### src/rtl/uart_rx_deserializer.sv
// 8N1 UART receiver: 2-flop input synchronizer, internal oversampling tick
// generator and a start/data/stop FSM producing one byte per valid frame.
module uart_rx_deserializer #(
   parameter int CLK_FREQ   = 100000000,
   parameter int BAUD_RATE  = 19200,
   parameter int OVERSAMPLE = 16,
   parameter int UART_BITS  = 8,
   parameter int TICK_DIV   = CLK_FREQ / (BAUD_RATE * OVERSAMPLE)
) (
   input  logic                 clk,
   input  logic                 rst,
   input  logic                 i_rx,
   output logic                 o_rx_done,
   output logic [UART_BITS-1:0] o_rx_data,
   output logic                 o_frame_err,
   output logic [1:0]           o_state
);

   localparam int DIV_W = (TICK_DIV > 2) ? $clog2(TICK_DIV) : 1;
   localparam int OS_W  = $clog2(OVERSAMPLE);
   localparam int IDX_W = $clog2(UART_BITS) + 1;

   localparam logic [DIV_W-1:0] DIV_LAST = DIV_W'(TICK_DIV - 1);
   localparam logic [OS_W-1:0]  OS_LAST  = OS_W'(OVERSAMPLE - 1);
   localparam logic [OS_W-1:0]  OS_MID   = OS_W'(OVERSAMPLE / 2 - 1);
   localparam logic [IDX_W-1:0] IDX_LAST = IDX_W'(UART_BITS - 1);

   typedef enum logic [1:0] {
      IDLE  = 2'd0,
      START = 2'd1,
      DATA  = 2'd2,
      STOP  = 2'd3
   } state_t;

   state_t               state;
   logic                 rx_meta;
   logic                 rx_s;
   logic [DIV_W-1:0]     div_cnt;
   logic                 tick;
   logic [OS_W-1:0]      tick_cnt;
   logic [IDX_W-1:0]     bit_idx;
   logic [UART_BITS-1:0] shift;

   assign o_state = state;

   // Synchronizer resets to the idle line level so reset never looks like a start bit.
   always_ff @(posedge clk) begin
      if (!rst) begin
         rx_meta <= 1'b1;
         rx_s    <= 1'b1;
      end else begin
         rx_meta <= i_rx;
         rx_s    <= rx_meta;
      end
   end

   // Held at 0 in IDLE so every frame's sampling phase starts at start-bit detection.
   always_ff @(posedge clk) begin
      if (!rst || state == IDLE) begin
         div_cnt <= '0;
      end else if (tick) begin
         div_cnt <= '0;
      end else begin
         div_cnt <= div_cnt + 1'b1;
      end
   end

   assign tick = (div_cnt == DIV_LAST);

   // Handshake: o_rx_done is a valid-only strobe with no ready; o_rx_data holds
   // the byte until the next valid frame, so a consumer may capture it any time.
   always_ff @(posedge clk) begin
      if (!rst) begin
         state       <= IDLE;
         tick_cnt    <= '0;
         bit_idx     <= '0;
         shift       <= '0;
         o_rx_done   <= 1'b0;
         o_rx_data   <= '0;
         o_frame_err <= 1'b0;
      end else begin
         o_rx_done   <= 1'b0;
         o_frame_err <= 1'b0;
         case (state)
            IDLE: begin
               if (!rx_s) begin
                  state    <= START;
                  tick_cnt <= '0;
                  bit_idx  <= '0;
               end
            end
            START: begin
               if (tick) begin
                  if (tick_cnt == OS_MID) begin
                     tick_cnt <= '0;
                     state    <= rx_s ? IDLE : DATA;
                  end else begin
                     tick_cnt <= tick_cnt + 1'b1;
                  end
               end
            end
            DATA: begin
               if (tick) begin
                  if (tick_cnt == OS_LAST) begin
                     shift    <= {rx_s, shift[UART_BITS-1:1]};
                     tick_cnt <= '0;
                     bit_idx  <= bit_idx + 1'b1;
                     if (bit_idx == IDX_LAST) begin
                        state <= STOP;
                     end
                  end else begin
                     tick_cnt <= tick_cnt + 1'b1;
                  end
               end
            end
            STOP: begin
               // Leaving at mid stop bit gives half a bit of slack for back-to-back frames.
               if (tick) begin
                  if (tick_cnt == OS_LAST) begin
                     tick_cnt <= '0;
                     state    <= IDLE;
                     if (rx_s) begin
                        o_rx_data <= shift;
                        o_rx_done <= 1'b1;
                     end else begin
                        o_frame_err <= 1'b1;
                     end
                  end else begin
                     tick_cnt <= tick_cnt + 1'b1;
                  end
               end
            end
            default: state <= IDLE;
         endcase
      end
   end

endmodule

### config.mk
export PLATFORM = sky130hd
export DESIGN_NAME = uart_rx_deserializer
export DESIGN_NICKNAME = d
export VERILOG_FILES = /design/src/rtl/uart_rx_deserializer.sv
export SDC_FILE = /design/constraint.sdc
export NUM_CORES = 1
export LEC_CHECK = 0
export ABC_AREA = 1
export BUFFER_PORTS_ARGS = -buffer_cell sky130_fd_sc_hd__buf_2
export CORE_ASPECT_RATIO = 1.4
export CORE_MARGIN = 4
export CORE_UTILIZATION = 57
export DETAILED_ROUTE_END_ITERATION = 8
export PLACE_DENSITY = 0.76
export SYNTH_ARGS = -nofsm -noshare
export SYNTH_HDL_FRONTEND = slang
export SYNTH_SLANG_ARGS = --single-unit
### constraint.sdc
create_clock -name clk -period 1.83 [get_ports clk]
set_input_delay 0.183 -clock clk [delete_from_list [all_inputs] [get_ports clk]]
set_output_delay 0.183 -clock clk [all_outputs]
set_load 0.02 [all_outputs]
==> results.yml, run 1 <==
finish:
  layout-drive-gt1-share_pct: 18.62
  fillers: 270
  design_area_um2: 1946
  multi_input_area_um2: 837.1
  fin_nets: 253
  area_delta_synth_final_pct: 13.01
  regArea_um2: 780.7
  diodes: 0
cts:
  cts_resized: 0
  cts_tree: "built"
  root_buffer: "clkbuf_8"
  clkTransAtPathRegs_ns: 0.08
  post_cts_buffers: 0
  cts_buffer_depth: 2
  htreeDepth: 2
  clkSinkCount: 39
  postCtsHoldBufs: 0
  insertion_delay_ns: 0.29
  cts_buffers: 5
placement:
  place_congestion: 0.9614
  dp_hpwl_um: 2351
  placed_area_um2: 1833
  port_buffers: 14
die:
  core_um2: 2878
  die_w_um: 54.45
  ios: 15
  row_count: 23
  die_h_um: 73.03
  die_area_um2: 3976
  initial_utilization_pct: 59.83
worst_setup_path:
  reg2reg_slack_ns: 0.24
  rr_worst_depth: 8
  crit_type: "flop to flop"
  critical_path.cell_chain: "ha_1 -> nand3_4 -> inv_2 -> nand3_2 -> nor2_2 -> nand2_2 -> o21ai_0 -> nor2_1"
  critPathSlowestCell: "dfxtp_1"
  crit_buf_inv: 1
  startpoint_type: "flop"
  r2r_end: "o_rx_data[5]"
  end_kind: "flop"
  cp_top_family: "simple AND/OR/NAND/NOR gates"
  cpPeakStageDelay_ns: 0.38
  critical_path_cell_count: 8
  path_max_fanout: 9
  required_ns: 2.02
  reg2reg_from: "tick_cnt[0]"
  cp.arrival_ns: 1.78
synth:
  synth_seq_cells: 39
  synth_compound_area_share_pct: 8.866
  syn_avg_cell_area_um2: 7.584
  ys_warn_count: 0
  yosysSeqAreaShare_pct: 45.35
  yosys.cell_types.count: 29
  synth-edff-count: 0
  synth_fa_ha_area_share_pct: 2.907
  synth_simple_gate_area_share_pct: 33.79
  synth_top_family_by_area: "simple AND/OR/NAND/NOR gates"
  synthMuxAreaShare_pct: 0
  synth-xor-area-share_pct: 3.052
  synth_fp_nets: 234
  synth_area_um2: 1722
  synthArstFlopShare_pct: 0
  synth_cells: 227
  synth_flop_cell: "dfxtp_1"
sta:
  worst_pin_slew_ns: 0.3687
  fmax_mhz: 627.7
  report.final.slew_viol_count: 0
  rsz0062_at_grt: "false"
  hold_ws_ns: 0.07443
  hold_violations: 0
  setup_viol: 0
  period_minus_slack_ns: 1.593
  timing.final.crit_share_pct: 87.05
  clock_skew_ns: 0.007826
  fin_tns_setup_ns: 0
  relSlewSlack_pct: 75.33
power:
  irDropWorstVdd_v: 0.0008205
  cellPowerDensity_nw_per_um2: 942.1
  total_leakage_power_nw: 0.8443
global_routing:
  grt-ovfl-total: 0
  grt_pass1_vias: 1429
  grt_first_pass_wirelength_um: 5782
  track_usage_pct: 19.85
  grt_max_degree: 21
  antenna_found_initial: 0
drt:
  wire_per_inst_um: 11.44
  wirelength_um: 3249
  drt-pass1-iter-count: 4
  via_count: 1466
  drc_errors: 0
  viasPerCell: 5.162
  drtIter0Drc: 29
  postRouteAntennaNets: 0
run:
  drv_cap: 0
hold_path:
  hold_path_depth: 2
  min_from: "i_rx"
  min_to: "rx_meta"
  hold_class: "input port to flop"
run_status:
  status: "complete, no violations"
==> stage by stage <==
stage / cells / power, mW / setup slack (ns) / utilization [%]
after CTS: 284 / 1.854 / 0.2385 / 67.61
after global routing: 284 / 1.935 / 0.04843 / 67.61
after global placement: 276 / 1.140 / 0.2895 / 63.70
after floorplan: 227 / 1.092 / 0.4537 / -
final: 284 / 1.833 / 0.2370 / 67.61
after detailed placement: 276 / 1.143 / 0.2519 / 63.70
==> where the power goes <==
part           total [mW]  switching, mW  internal [mW]
registers           0.912         0.0365          0.875
clock network       0.706          0.301          0.406
logic               0.215          0.147         0.0684
total                1.83          0.484           1.35
==> area by class of cell <==
type | instances | area share (%)
multi-input combinational | 162 | 43.02
sequential | 39 | 40.13
inverter | 23 | 4.695
timing repair buffer | 15 | 3.987
clock buffer | 5 | 3.537
tap | 37 | 2.379
clock inverter | 3 | 2.251
==> worst reg2reg max path, stage by stage (launching register included) <==
cell and delay (ns):
dfxtp_1 0.38, ha_1 0.28, nand3_4 0.12, inv_2 0.09, nand3_2 0.09, nor2_2 0.12
nand2_2 0.13, o21ai_0 0.22, nor2_1 0.07
==> cells by family after synthesis <==
group	Yosys count
and+or+nand+nor	122
adders and majority gates	4
xor gates and xnor gates	6
buffers and inverters	26
AOI/OAI and AO/OA	30
DFF	39
==> state kept, by name (all words and copies together) (netlist names), named ones only <==
register     cells
tick_cnt         4
o_rx_data        8
o_frame_err      1
rx_s             1
o_rx_done        1
o_state          1
div_cnt          9
shift            8
rx_meta          1
bit_idx          4
==> worst max-delay path by stage <==
stage,endpoint,slack [ns],startpoint
floorplan,o_rx_data[0],0.45,div_cnt[0]
global placement,o_rx_data[1],0.29,div_cnt[0]
detailed placement,o_rx_data[5],0.25,div_cnt[0]
CTS,o_rx_data[5],0.24,tick_cnt[0]
global route,o_rx_data[5],0.05,tick_cnt[0]
finish,o_rx_data[5],0.24,tick_cnt[0]
==> cell usage after synthesis (3+ instances only) <==
library cell   n  share of area, %
a21oi_1       10               2.9
dfxtp_1       39                45
ha_1           4               2.9
inv_1         17               3.7
inv_2          5               1.1
nand2_1       30               6.5
nand2_2        5               1.8
nand3_1       12               3.5
nor2_1        54                12
nor2_2         4               1.5
nor3b_1        3               1.3
o21ai_0       17               4.9
xor2_1         5               2.5
==> per-layer routing <==
metal / up-vias / global-route usage [%] / wire length (µm)
li1: 767 / - / -
met1: 671 / 21.13 / 1392
met2: 22 / 34.75 / 1683
met3: 6 / 5.521 / 120
met4: 0 / 9.141 / 52
met5: - / 0 / 0
==> placed cells by master, fill, tap and decap left out, drive strengths merged <==
cell type,instances
buf,15
ha,4
nand3,15
xor2,5
clkinv,3
nor2,59
a21boi,1
clkbuf,5
nand4,3
xnor2,1
nor3,2
nor4,2
o21ai,19
nand3b,1
a21oi,10
or2,2
dfxtp,39
inv,22
bufinv,1
nand2,35
nor3b,3
Note: power is estimated with default switching activity, not from simulation.
==> inputs of run 2 (changes only) <==
--- a/config.mk
+++ b/config.mk
@@ -5,13 +5,13 @@
 export SDC_FILE = /design/constraint.sdc
 export NUM_CORES = 1
 export LEC_CHECK = 0
-export ABC_AREA = 1
 export BUFFER_PORTS_ARGS = -buffer_cell sky130_fd_sc_hd__buf_2
 export CORE_ASPECT_RATIO = 1.4
 export CORE_MARGIN = 4
 export CORE_UTILIZATION = 57
 export DETAILED_ROUTE_END_ITERATION = 8
 export PLACE_DENSITY = 0.76
+export SLEW_MARGIN = 10
 export SYNTH_ARGS = -nofsm -noshare
 export SYNTH_HDL_FRONTEND = slang
 export SYNTH_SLANG_ARGS = --single-unit
==> results.yml, run 2 <==
synth:
  synth_flop_cell: "dfxtp_1"
  synth_common_cells: "dfxtp_1, nor2b_1, mux2i_1, nand2_1, nor2_1"
  synth_cells: 174
  synth_area_um2: 1713
  yosysMostFrequentCell: "dfxtp_1"
  synth_seq_cells: 39
  synth_fp_nets: 181
  yosys.cell_types.count: 38
  synthArstFlopShare_pct: 0
  ys_warn_count: 0
  syn_avg_cell_area_um2: 9.844
  synth_area_leader_cell: "dfxtp_1"
  yosysSeqAreaShare_pct: 45.58
  yosys-top-cells-area: "dfxtp_1, mux2i_1, nor2b_1, ha_1, nor4_4"
  synth-edff-count: 0
  synth.top_cell.area_share_pct: 45.58
sta:
  hold_violations: 0
  fmax_mhz: 545.0
  hold_ws_ns: 0.07868
  worst_pin_slew_ns: 0.4360
  report.final.slew_viol_count: 0
  setup_viol: 1
  relSlewSlack_pct: 70.94
  period_minus_slack_ns: 1.835
  timing.final.crit_share_pct: 100.3
  fin_ws_ns: -0.005012
  clock_skew_ns: 0.005632
  rsz0062_at_grt: "true"
worst_setup_path:
  crit_start: "div_cnt[5]"
  reg2reg_slack_ns: -0.005
  cp.arrival_ns: 2.02
  endpoint: "shift[0]"
  rr_worst_depth: 6
  end_kind: "flop"
  required_ns: 2.01
  r2r_end: "shift[0]"
  startpoint_type: "flop"
  critPathSlowestCell: "or4b_4"
  cp_common_cell: "buf_6"
  crit_type: "flop to flop"
  critical_path.cell_chain: "or4b_4 -> buf_6 -> nor4_4 -> buf_6 -> mux2i_4 -> nor2b_1"
  reg2reg_from: "div_cnt[5]"
  cpPeakStageDelay_ns: 0.53
  path_max_fanout: 8
cts:
  clkSinkCount: 39
  cts_buffers: 5
  root_buffer: "clkbuf_8"
  clkTransAtPathRegs_ns: 0.07
  htreeDepth: 2
  insertion_delay_ns: 0.29
  cts_buffer_depth: 2
  postCtsHoldBufs: 0
  cts_tree: "built"
global_routing:
  grt_pass1_vias: 1356
  track_usage_pct: 21.15
  grt_max_degree: 32
  antenna_found_initial: 0
  grt-ovfl-total: 0
  grt_first_pass_wirelength_um: 6092
drt:
  drc_errors: 0
  drt-pass1-iter-count: 4
  drtIter0Drc: 23
  wire_per_inst_um: 14.81
  postRouteAntennaNets: 0
  wirelength_um: 3659
  via_count: 1383
  viasPerCell: 5.599
placement:
  pre_cts_slack_ns: -0.04077
  place_congestion: 0.7560
  port_buffers: 14
  dp_hpwl_um: 2529
finish:
  layout-drive-gt1-share_pct: 32.38
  diodes: 0
  largest_register: "div_cnt"
  largest_register_ffs: 9
  largest_registers: "div_cnt (9), o_rx_data (8), shift (8)"
  final_cell_mix: "dfxtp_1, nor2b_1, buf_4"
  fin_nets: 216
  layout_commonest_cell: "dfxtp_1"
  area_delta_synth_final_pct: 27.90
hold_path:
  hold_class: "input port to flop"
power:
  total_leakage_power_nw: 0.7958
  cellPowerDensity_nw_per_um2: 758.7
  irDropWorstVdd_v: 0.0005800
die:
  initial_utilization_pct: 59.52
  die_area_um2: 3958
  die_h_um: 72.86
  core_um2: 2878
  row_count: 23
  die_w_um: 54.33
  ios: 15
run_status:
  violations: "negative setup slack"
  status: "complete, but fails checks"
run:
  drv_cap: 0
run 2: worst min-delay path by stage:
stage | slack, ns | depth (start not counted) | start | to
final | 0.08 | 2 | i_rx | rx_meta
after global routing | 0.08 | 2 | i_rx | rx_meta
after CTS | 0.08 | 2 | i_rx | rx_meta
after detailed placement | 0.38 | 2 | i_rx | rx_meta
after global placement | 0.37 | 2 | i_rx | rx_meta
after floorplan | 0.28 | 1 | i_rx | rx_meta
run 2: cell type report:
class	instances	area, µm²
clock inverter	2	35.03
timing repair buffer	33	236.5
sequential	39	790.8
clock buffer	6	82.58
tap	37	46.29
fill	210	686.9
multi-input combinational	127	988.4
inverter	3	11.26
run 2: where the power goes:
| part | switching, mW | internal [mW] | leakage [nW] |
|---|---|---|---|
| Combinational | 0.0383 | 0.0290 | 0.416 |
| Clock | 0.296 | 0.441 | 0.0612 |
| Sequential | 0.00544 | 0.852 | 0.318 |
| Total | 0.340 | 1.32 | 0.796 |
run 2: logic make-up after synthesis:
kind of cell	count (synthesis)	share of synthesized area (%)
simple gates	76	27.47
flops	39	45.58
compound gates	25	9.350
mux	17	9.934
buf+inv	8	2.191
xor+xnor	5	2.557
fa+ha+maj	4	2.922
run 2: routing by layer:
layer | track usage [%] | up-vias | share of wire (%)
li1 | - | 689 | -
met1 | 22.51 | 662 | 39
met2 | 37.28 | 25 | 55
met3 | 5.726 | 7 | 3.1
met4 | 9.418 | 0 | 2.6
met5 | 0 | - | 0
run 2: what timing repair did:
item / CTS / global route
endpoints found under the setup margin: 3 / 21
resized for setup: 8 / 15
buffers inserted: 1 / 3
pin swaps: 0 / 1
run 2: per-stage QoR:
step                      power (mW)  setup TNS, ns  area [µm²]  utilization [%]  cells
after global routing           1.716        -0.4545        2191            76.13    247
after floorplan               0.9185        -0.7201        1729                -    174
final                          1.662      -0.005012        2191            76.13    247
after global placement        0.9371              0        1944            67.57    235
after detailed placement      0.9415       -0.07014        1944            67.57    235
after CTS                      1.664      -0.006813        2113            73.43    244
run 2: critical path, delay by kind of cell (launching register included):
family                 cells  cell delay, ns
muxes                      1            0.24
and+or+nand+nor            3            0.81
DFF                        1            0.34
buffers and inverters      2            0.34
==> inputs of run 3 (changes only) <==
--- a/config.mk
+++ b/config.mk
@@ -5,6 +5,7 @@
 export SDC_FILE = /design/constraint.sdc
 export NUM_CORES = 1
 export LEC_CHECK = 0
+export ABC_AREA = 1
 export BUFFER_PORTS_ARGS = -buffer_cell sky130_fd_sc_hd__buf_2
 export CORE_ASPECT_RATIO = 1.4
 export CORE_MARGIN = 4
==> constraint.sdc (replaced) <==
create_clock -name clk -period 1.7 [get_ports clk]
set_input_delay 0.17 -clock clk [delete_from_list [all_inputs] [get_ports clk]]
set_output_delay 0.17 -clock clk [all_outputs]
set_load 0.02 [all_outputs]
==> results.yml, run 3 (synthesis gave the netlist of run 1 again) <==
run_status:
  status: "complete, no violations"
sta:
  relSlewSlack_pct: 75.06
  rsz0062_at_grt: "false"
  period_minus_slack_ns: 1.534
  setup_viol: 0
  fin_tns_setup_ns: 0
  report.final.slew_viol_count: 0
  hold_ws_ns: 0.06317
  worst_pin_slew_ns: 0.3728
  timing.final.crit_share_pct: 90.25
  fmax_mhz: 651.8
  fin_ws_ns: 0.1657
  hold_violations: 0
  clock_skew_ns: 0.006814
worst_setup_path:
  r2r_end: "bit_idx[1]"
  end_kind: "flop"
  required_ns: 1.88
  rr_worst_depth: 9
  cp.arrival_ns: 1.72
  path_max_fanout: 7
  startpoint_type: "flop"
  reg2reg_from: "div_cnt[0]"
  crit_type: "flop to flop"
  reg2reg_slack_ns: 0.17
cts:
  cts_tree: "built"
  clkTransAtPathRegs_ns: 0.07
  cts_buffers: 5
  htreeDepth: 2
  cts_resized: 0
  post_cts_buffers: 0
  clkSinkCount: 39
  insertion_delay_ns: 0.29
  postCtsHoldBufs: 0
  cts_buffer_depth: 2
  root_buffer: "clkbuf_8"
finish:
  largest_register: "div_cnt"
  regArea_um2: 780.7
  fin_cells: 284
  layout_commonest_cell: "nor2_1"
  layout-drive-gt1-share_pct: 18.62
  largest_registers: "div_cnt (9), o_rx_data (8), shift (8)"
  final_cell_mix: "nor2_1, dfxtp_1, nand2_1"
  diodes: 0
  area_delta_synth_final_pct: 11.92
  multi_input_area_um2: 842.1
  fin_util_pct: 66.96
  fillers: 277
  largest_register_ffs: 9
  fin_nets: 253
  design_area_um2: 1927
hold_path:
  hold_class: "input port to flop"
  min_from: "i_rx"
  hold_path_depth: 2
  min_to: "rx_meta"
power:
  total_leakage_power_nw: 0.8427
  finalPower_mw: 1.816
  irDropWorstVdd_v: 0.0006761
  cellPowerDensity_nw_per_um2: 942.7
placement:
  pre_cts_slack_ns: 0.1306
  dp.cells: 276
  place_congestion: 0.9613
  port_buffers: 14
  placed_area_um2: 1833
  dp_hpwl_um: 2380
global_routing:
  grt_pass1_vias: 1424
  track_usage_pct: 19.60
  antenna_found_initial: 0
  grt_max_degree: 21
  grt-ovfl-total: 0
  grt_first_pass_wirelength_um: 5692
drt:
  wire_per_inst_um: 11.46
  wirelength_um: 3256
  postRouteAntennaNets: 0
  drtIter0Drc: 33
  drt-pass1-iter-count: 4
  drc_errors: 0
  viasPerCell: 5.060
  via_count: 1437
die:
  die_w_um: 54.45
  die_h_um: 73.03
  ios: 15
  initial_utilization_pct: 59.83
  core_um2: 2878
  row_count: 23
  die_area_um2: 3976
run:
  drv_cap: 0
[run 3: cell count changes in the layout (fill, tap and decap cells not counted), moves of 14 or more]
cell,delta
nor2b_1,-18
nand2_1,+19
inv_1,+16
mux2i_1,-14
nor2_1,+45
buf_4,-14
[run 3: worst max-delay path: stages (launching register included)]
cell	delay (ns)
dfxtp_1	0.33
inv_1	0.06
ha_1	0.14
nand2_1	0.06
nor2_2	0.17
nand2_2	0.15
nand2_1	0.19
nand2_2	0.10
o21ai_0	0.16
nor2_1	0.06
[run 3: how the worst max path moves through the flow]
stage	slack (ns)	to	start	depth (start not counted)
after floorplan	0.32	o_rx_data[0]	div_cnt[0]	10
after global routing	0.01	bit_idx[1]	div_cnt[0]	9
after global placement	0.16	o_rx_data[1]	div_cnt[0]	10
after CTS	0.12	o_rx_data[5]	div_cnt[0]	9
after detailed placement	0.13	o_rx_data[5]	div_cnt[0]	10
final	0.17	bit_idx[1]	div_cnt[0]	9
[run 3: power breakdown]
part           internal [mW]  switching, mW  total (mW)
sequential             0.942         0.0383       0.981
clock                  0.285          0.319       0.604
combinational         0.0744          0.158       0.232
total                   1.30          0.515        1.82
[run 3: layout make-up]
cell class / count / area share, %
clock buffer: 5 / 3.571
clock inverter: 3 / 1.039
inverter: 23 / 4.740
multi-input combinational: 162 / 43.70
sequential: 39 / 40.52
tap: 37 / 2.403
timing repair buffer: 15 / 4.026
[run 3: layer usage]
| metal | global-route usage, % | share of wire [%] | vias to the layer above |
|---|---|---|---|
| li1 | - | - | 762 |
| met1 | 20.21 | 43 | 641 |
| met2 | 33.82 | 51 | 24 |
| met3 | 4.908 | 3.3 | 10 |
| met4 | 12.19 | 2.9 | 0 |
| met5 | 0 | 0 | - |
